### src/rtl/fetch_unit.sv
// fetch_unit: instruction-fetch stage holding the PC and the IF/ID pipeline register
module fetch_unit #(
   parameter logic [15:0] RESET_PC = 16'h0000,
   parameter logic [15:0] PC_STEP  = 16'd1
) (
   input  logic        clk,
   input  logic        reset_n,
   input  logic        fetch_en,
   input  logic        stall,
   input  logic        redirect,
   input  logic [15:0] redirect_target,
   output logic [15:0] imem_addr,
   input  logic [15:0] imem_instr,
   output logic [15:0] if_id_instr,
   output logic [15:0] if_id_pc,
   output logic [15:0] if_id_pc_next,
   output logic        if_id_valid,
   output logic [15:0] fetch_count
);
   logic [15:0] pc;

   assign imem_addr = pc;

   // PC and IF/ID update with priority redirect > stall > fetch disabled > normal fetch
   always_ff @(posedge clk or negedge reset_n)
      if (!reset_n) begin
         pc            <= RESET_PC;
         if_id_instr   <= 16'h0000;
         if_id_pc      <= 16'h0000;
         if_id_pc_next <= 16'h0000;
         if_id_valid   <= 1'b0;
         fetch_count   <= 16'h0000;
      end else if (redirect) begin
         pc          <= redirect_target;
         if_id_instr <= 16'h0000;
         if_id_valid <= 1'b0;
      end else if (stall) begin
         pc <= pc;
      end else if (!fetch_en) begin
         if_id_instr <= 16'h0000;
         if_id_valid <= 1'b0;
      end else begin
         pc            <= pc + PC_STEP;
         if_id_instr   <= imem_instr;
         if_id_pc      <= pc;
         if_id_pc_next <= pc + PC_STEP;
         if_id_valid   <= 1'b1;
         fetch_count   <= (fetch_count == 16'hFFFF) ? fetch_count : fetch_count + 16'd1;
      end
endmodule

### config.mk
export PLATFORM = sky130hd
export DESIGN_NAME = fetch_unit
export DESIGN_NICKNAME = d
export VERILOG_FILES = /design/src/rtl/fetch_unit.sv
export SDC_FILE = /design/constraint.sdc
export NUM_CORES = 1
export LEC_CHECK = 0
export CORE_UTILIZATION = 42
export CTS_CLUSTER_SIZE = 16
export DETAILED_ROUTE_END_ITERATION = 8
export PLACE_DENSITY = 0.76
export SYNTH_ARGS = -nofsm -noshare
export SYNTH_HDL_FRONTEND = slang
export SYNTH_SLANG_ARGS = --single-unit
### constraint.sdc
create_clock -name clk -period 1.7 [get_ports clk]
set_input_delay 0.17 -clock clk [delete_from_list [all_inputs] [get_ports clk]]
set_output_delay 0.17 -clock clk [all_outputs]
set_load 0.005 [all_outputs]
==> results of run 1 <==
## timing repair
item,4_1_cts,5_1_grt
gates cloned,0,0
pin swaps,0,1
buffers inserted,0,1
hold buffers,1,0
endpoints found under the setup margin,1,10
resized for setup,1,6
hold endpoints to repair,38,0
## worst max-delay path, cell delays in order
cell,delay [ns]
clkdlybuf4s50_1,0.47
or3b_2,0.55
nor4_2,0.34
mux2_1,0.35
## cells by family (layout without fill, tap and decap cells)
logic type               after synthesis  count (layout)  synth area share, %
adder cells (fa/ha/maj)                2               2                0.666
buffers and inverters                 29             187                 3.36
multiplexers                           5               5                 1.47
AND/OR/NAND/NOR                      162             162                 22.0
AO/OA/AOI/OAI                         58              58                 10.2
flip-flops                            81              81                 53.9
XOR/XNOR                              36              36                 8.39
## metal layers
metal	vias to the layer above	part of all wire, %	track usage, %
li1	1599	-	-
met4	0	1.0	6.74
met3	8	6.7	4.30
met1	1619	42	31.0
met2	113	50	38.4
met5	-	0	0
## per-stage QoR
step	util [%]	instance area (um2)	power, uW	worst slack [ns]	TNS (ns)
finish	64.7	5620	5390	0.0498	0
global route	64.7	5620	5650	-0.00365	-0.00365
CTS	64.3	5580	5430	0.0282	0
detailed placement	61.3	5320	3710	-0.298	-5.31
global placement	61.3	5320	3660	-0.257	-3.45
floorplan	-	3760	2800	0.0575	0
## power by group through the flow
| stage | logic (uW) | registers [uW] | clock network (uW) |
|---|---|---|---|
| floorplan | 390 | 2410 | 0 |
| global placement | 1270 | 2380 | 0 |
| detailed placement | 1320 | 2400 | 0 |
| CTS | 1330 | 2360 | 1740 |
| global route | 1450 | 2390 | 1820 |
| finish | 1330 | 2360 | 1710 |
## cell usage after synthesis (all sizes together), types with 3 or more instances
library cell,count
o21ai,32
nor3,14
buf,10
nand2b,3
a22o,16
clkbuf,15
nand2,85
mux2,4
inv,4
dfrtp,81
nor4,14
or2,3
nand3,9
nand4,9
nor2,14
xor2,12
xnor2,24
## registers in the layout, indices dropped and copies added, names as in the netlist
register,cells
fetch_count,16
if_id_instr,16
if_id_pc,16
if_id_pc_next,16
imem_addr,16
if_id_valid,1
## cell type report
| cell class | instances | area, um2 | share of cell area, % |
|---|---|---|---|
| multi-input cells | 263 | 1640 | 29.2 |
| repair buffers | 167 | 1560 | 27.8 |
| clock buffers | 10 | 128 | 2.27 |
| flip-flops and latches | 81 | 2030 | 36.1 |
| well taps | 108 | 135 | 2.41 |
| clock inverters | 6 | 115 | 2.05 |
| inverters | 4 | 15.0 | 0.267 |
## how the worst min path moves through the flow
stage	start	to
2_1_floorplan	reset_n	fetch_count[0]
3_3_place_gp	reset_n	if_id_pc_next[14]
3_5_place_dp	reset_n	if_id_pc_next[14]
4_1_cts	reset_n	if_id_pc_next[14]
5_1_grt	redirect_target[8]	imem_addr[8]
6_report	reset_n	if_id_pc_next[14]
==> results.json, run 1 <==
{
  "synth_area_per_cell_um2": 10.1,
  "ir_drop_mv": 0.564,
  "final_cell_mix": "116 x clkdlybuf4s50_1, 85 x nand2_1, 80 x dfrtp_1",
  "io_pins": 118,
  "crit_end": "fetch_count[14]",
  "fmax_mhz": 606,
  "synth-seq-cells": 81,
  "grt_start_max_net_pins": 44,
  "grt_pass1_vias": 3263,
  "wl_per_cell_um": 16.4,
  "p_leak_uw": 0.00243,
  "place_inst": 621,
  "synthToLayoutAreaGrowth_pct": 49.5,
  "core_um2": 8680,
  "cp-startpoint": "fetch_en",
  "cts_buffer_depth": 2,
  "intPower_uw": 3940,
  "synth_area_leaders": "dfrtp_1 54%, nand2_1 8.5%, xnor2_1 5.6%",
  "dpl.hpwl_mm": 7.52,
  "finClkSkew_ns": 0.0103,
  "clock-sinks": 81,
  "layout.nets": 565,
  "layout-drive-gt1-share_pct": 15.4,
  "rows": 34,
  "synth_ff_type": "dfrtp_1",
  "start_util_pct": 43.3,
  "synth-seq-area-share_pct": 53.9,
  "fillers": 713,
  "via_per_inst": 5.23,
  "final-hold-violation-count": 0,
  "vias": 3339,
  "power_frac_seq_pct": 43.7,
  "cp-end-kind": "register",
  "slew_headroom_pct": 63.9,
  "maxSlewViolCount": 0,
  "regToRegSetupSlack_ns": 0.06,
  "tritoncts": "yes",
  "period_share_pct": 97.1,
  "power.share.combinational_pct": 24.6,
  "max_cap_violations": 0,
  "cts-htree-levels": 3,
  "arrival_ns": 1.89,
  "crit_type": "in2reg",
  "synth_cell_type_count": 43,
  "reg2reg_to": "fetch_count[14]",
  "yosysTopAreaCell": "dfrtp_1",
  "die_area_um2": 9330,
  "fp.dieH_um": 96.6,
  "die_w_um": 96.6,
  "final_common_cell": "clkdlybuf4s50_1",
  "fin_cells": 639,
  "p_clk_share_pct": 31.7,
  "p_sw_uw": 1450,
  "grt_usage_pct": 23.2,
  "numPortBuffers": 117,
  "status": "complete, no violations",
  "netSwitchingFraction_pct": 26.9,
  "timing.rr.start": "fetch_count[1]",
  "crit_fanout": 5,
  "antenna_found_initial": 0,
  "min_period_ns": 1.65,
  "grt_pass1_wl_mm": 16.2,
  "worst_pin_slew_ns": 0.542,
  "synth-edff-count": 0,
  "async_flop_share_pct": 100,
  "synth_top_area_share_pct": 53.9,
  "overflow": 0,
  "power_density_nw_per_um2": 959,
  "reg2reg_depth": 5,
  "cp.required_ns": 1.94,
  "wirelength_mm": 10.5,
  "antenna_left": 0,
  "drtPass1Iterations": 4,
  "critical_path.startpoint_type": "primary input",
  "cts.clk_slew.worst_paths_ns": 0.09,
  "drt_iter0_drc": 148,
  "insertedDiodeCount": 0,
  "hold_class": "in2async",
  "drcViolationCount": 0,
  "setup_viol": 0,
  "root_buffer": "clkbuf_8",
  "hold_ws_ns": 0.339,
  "yosysWarnings": 0,
  "syn_area_um2": 3760,
  "synth_nets": 412,
  "insertion_delay_ns": 0.35,
  "numCtsBuffers": 9,
  "netlist_instances": 373,
  "place.gp.congestion": 0.818
}
Power figures use the tool's default switching activity.
==> run 2: changes to the inputs <==
- ABC_AREA: default -> 1
- GPL_TIMING_DRIVEN: default -> 1
==> run 2 against run 1 <==
Net effect: the flow now finishes with violations (DRC); global-route usage is 1.1 points lower; register-to-register slack better by 0.11 ns; routed wire length shrank 5.2%; largest power group unchanged; combinational power shrank 14%; power down 11%; via count up 6.3%; clock power down 25%; cell area is 4.0% lower; die area rose by 2.3%.
==> results.json, run 2 <==
{
  "numPortBuffers": 117,
  "cts_buffer_depth": 2,
  "slew_headroom_pct": 70.7,
  "via_per_inst": 5.12,
  "min_period_ns": 1.58,
  "syn_area_um2": 3840,
  "netSwitchingFraction_pct": 29.2,
  "core_um2": 8810,
  "crit_family": "buffers and inverters",
  "grt_pass1_vias": 3614,
  "antenna_left": 0,
  "die_w_um": 97.7,
  "synth-seq-area-share_pct": 52.7,
  "async_flop_share_pct": 100,
  "crit_fanout": 7,
  "tritoncts": "yes",
  "synth_cell_type_count": 30,
  "overflow": 0,
  "yosysTopAreaCell": "dfrtp_1",
  "cts.clk_slew.worst_paths_ns": 0.09,
  "rsz0062_at_grt": "no",
  "vias": 3550,
  "final-hold-violation-count": 0,
  "final_common_cell": "nand2_1",
  "ir_drop_mv": 0.458,
  "dpl_worst_slack_ns": 0.0677,
  "crit_type": "reg2out",
  "clock-sinks": 81,
  "cpPeakStageDelay_ns": 0.56,
  "insertion_delay_ns": 0.35,
  "setup_tns_ns": 0,
  "netlist_instances": 452,
  "dpl.hpwl_mm": 7.15,
  "wirelength_mm": 9.92,
  "p_sw_uw": 1410,
  "fin_cells": 693,
  "grt_start_max_net_pins": 50,
  "intPower_uw": 3410,
  "synth_area_leaders": "dfrtp_1 53%, nand2_1 18%, a32o_1 4.2%",
  "maxSlewViolCount": 0,
  "fmax_mhz": 634,
  "power_frac_seq_pct": 49.3,
  "layout-drive-gt1-share_pct": 8.38,
  "cp.required_ns": 1.53,
  "critical_path.startpoint_type": "register",
  "place.gp.congestion": 0.850,
  "finClkSkew_ns": 0.0143,
  "rows": 34,
  "status": "finished with violations",
  "insertedDiodeCount": 0,
  "drcViolationCount": 10,
  "p_clk_share_pct": 26.8,
  "power.share.combinational_pct": 23.9,
  "io_pins": 118,
  "wl_per_cell_um": 14.3,
  "synth_common_cells": "183 x nand2_1, 81 x dfrtp_1, 31 x nand3_1, 29 x inv_1, 27 x nor2_1",
  "final_cell_mix": "183 x nand2_1, 116 x clkdlybuf4s50_1, 81 x dfrtp_1",
  "synth_ff_type": "dfrtp_1",
  "period_share_pct": 92.8,
  "die_area_um2": 9540,
  "synthToLayoutAreaGrowth_pct": 40.3,
  "numCtsBuffers": 9,
  "arrival_ns": 1.41,
  "layout.nets": 619,
  "fin_ws_ns": 0.122,
  "hold_class": "in2async",
  "fp.dieH_um": 97.7,
  "synth_top_area_share_pct": 52.7,
  "grt_pass1_wl_mm": 16.9,
  "power_uw": 4820,
  "synth_area_per_cell_um2": 8.51,
  "cp_cell_sequence": "clkdlybuf4s50_1",
  "power_density_nw_per_um2": 893,
  "fillers": 733,
  "root_buffer": "clkbuf_8",
  "worst_pin_slew_ns": 0.439,
  "synth-seq-cells": 81,
  "synth_nets": 491,
  "setup_viol": 0,
  "place_inst": 676,
  "antenna_found_initial": 0,
  "yosysWarnings": 0,
  "start_util_pct": 43.7,
  "hold_ws_ns": 0.310,
  "max_cap_violations": 0,
  "violations": "DRC",
  "cts-htree-levels": 3,
  "drt_iter0_drc": 189,
  "grt_usage_pct": 22.1,
  "critPathSlowestCell": "clkdlybuf4s50_1",
  "path_buf_inv": 1,
  "drtPass1Iterations": 6,
  "yosysMostFrequentCell": "nand2_1",
  "cp-end-kind": "output port",
  "p_leak_uw": 0.00251,
  "synth-edff-count": 0
}
run 2: changes by cell type after synthesis, sizes merged, moves of 7 or more:
cell    before  now
a22o        16    0
nor3        14    2
nor2        14   33
nand2       85  187
nor4        14    0
clkbuf      15    3
inv          4   32
o21ai       32   25
xnor2       24    4
a32o         0   16
nand3        9   33
run 2: through the flow:
| stage | util [%] | cell area (um2) |
|---|---|---|
| after floorplan | - | 3840 |
| after global placement | 59.0 | 5190 |
| after detailed placement | 59.0 | 5190 |
| after CTS | 61.1 | 5380 |
| after global routing | 61.2 | 5390 |
| final | 61.2 | 5390 |
run 2: worst reg2reg max path, stage by stage, from the launching register on:
cell	delay (ns)
dfrtp_1	0.45
ha_1	0.23
nand3_1	0.20
nor2_4	0.22
nand4_1	0.12
nand3_1	0.13
nand3_1	0.08
run 2: worst paths after layout:
kind,from,end,slack (ns),cells past startpoint
hold reg to reg,if_id_pc[3],if_id_pc[3],0.49,2
setup / recovery,fetch_count[13],fetch_count[13],0.12,1
max in group asynchronous,reset_n,imem_addr[2],0.77,3
min in group clk,redirect_target[7],imem_addr[7],0.38,3
hold / removal,reset_n,imem_addr[7],0.31,2
setup reg to reg,imem_addr[1],imem_addr[14],0.17,6
run 2: power groups by stage:
| stage | Sequential [uW] | Combinational (uW) | Clock [uW] |
|---|---|---|---|
| 2_1_floorplan | 2400 | 373 | 0 |
| 3_3_place_gp | 2400 | 1140 | 0 |
| 3_5_place_dp | 2400 | 1150 | 0 |
| 4_1_cts | 2370 | 1160 | 1320 |
| 5_1_grt | 2400 | 1270 | 1410 |
| 6_report | 2370 | 1150 | 1290 |
run 2: layout make-up:
type                            count  area [um2]  area share (%)
Inverter                           33         124            2.30
Tap cell                          108         135            2.51
Clock buffer                       10         138            2.55
Clock inverter                      6        42.5           0.789
Timing Repair Buffer              132        1320            24.5
Sequential cell                    81        2030            37.6
Multi-Input combinational cell    323        1610            29.8
run 2: repair_timing:
item,CTS,global route
endpoints found under the setup margin,0,1
gates resized for setup,0,2
hold buffers,1,0
setup buffers,0,0
hold endpoints to repair,32,0
run 2: routing by layer:
layer / track usage, % / routed length (um) / vias up
met2: 34.4 / 4590 / 133
met4: 10.0 / 265 / 0
met5: 0 / 0 / -
li1: - / - / 1720
met3: 5.18 / 649 / 24
met1: 29.4 / 4410 / 1673
run 2: kinds of logic after synthesis:
kind of cell    count (synthesis)  share of synthesized area (%)
compound gates                 47                           8.69
xor+xnor                       10                           2.28
fa+ha+maj                       2                          0.651
buf+inv                        48                           5.79
flops                          81                           52.7
simple gates                  264                           29.9
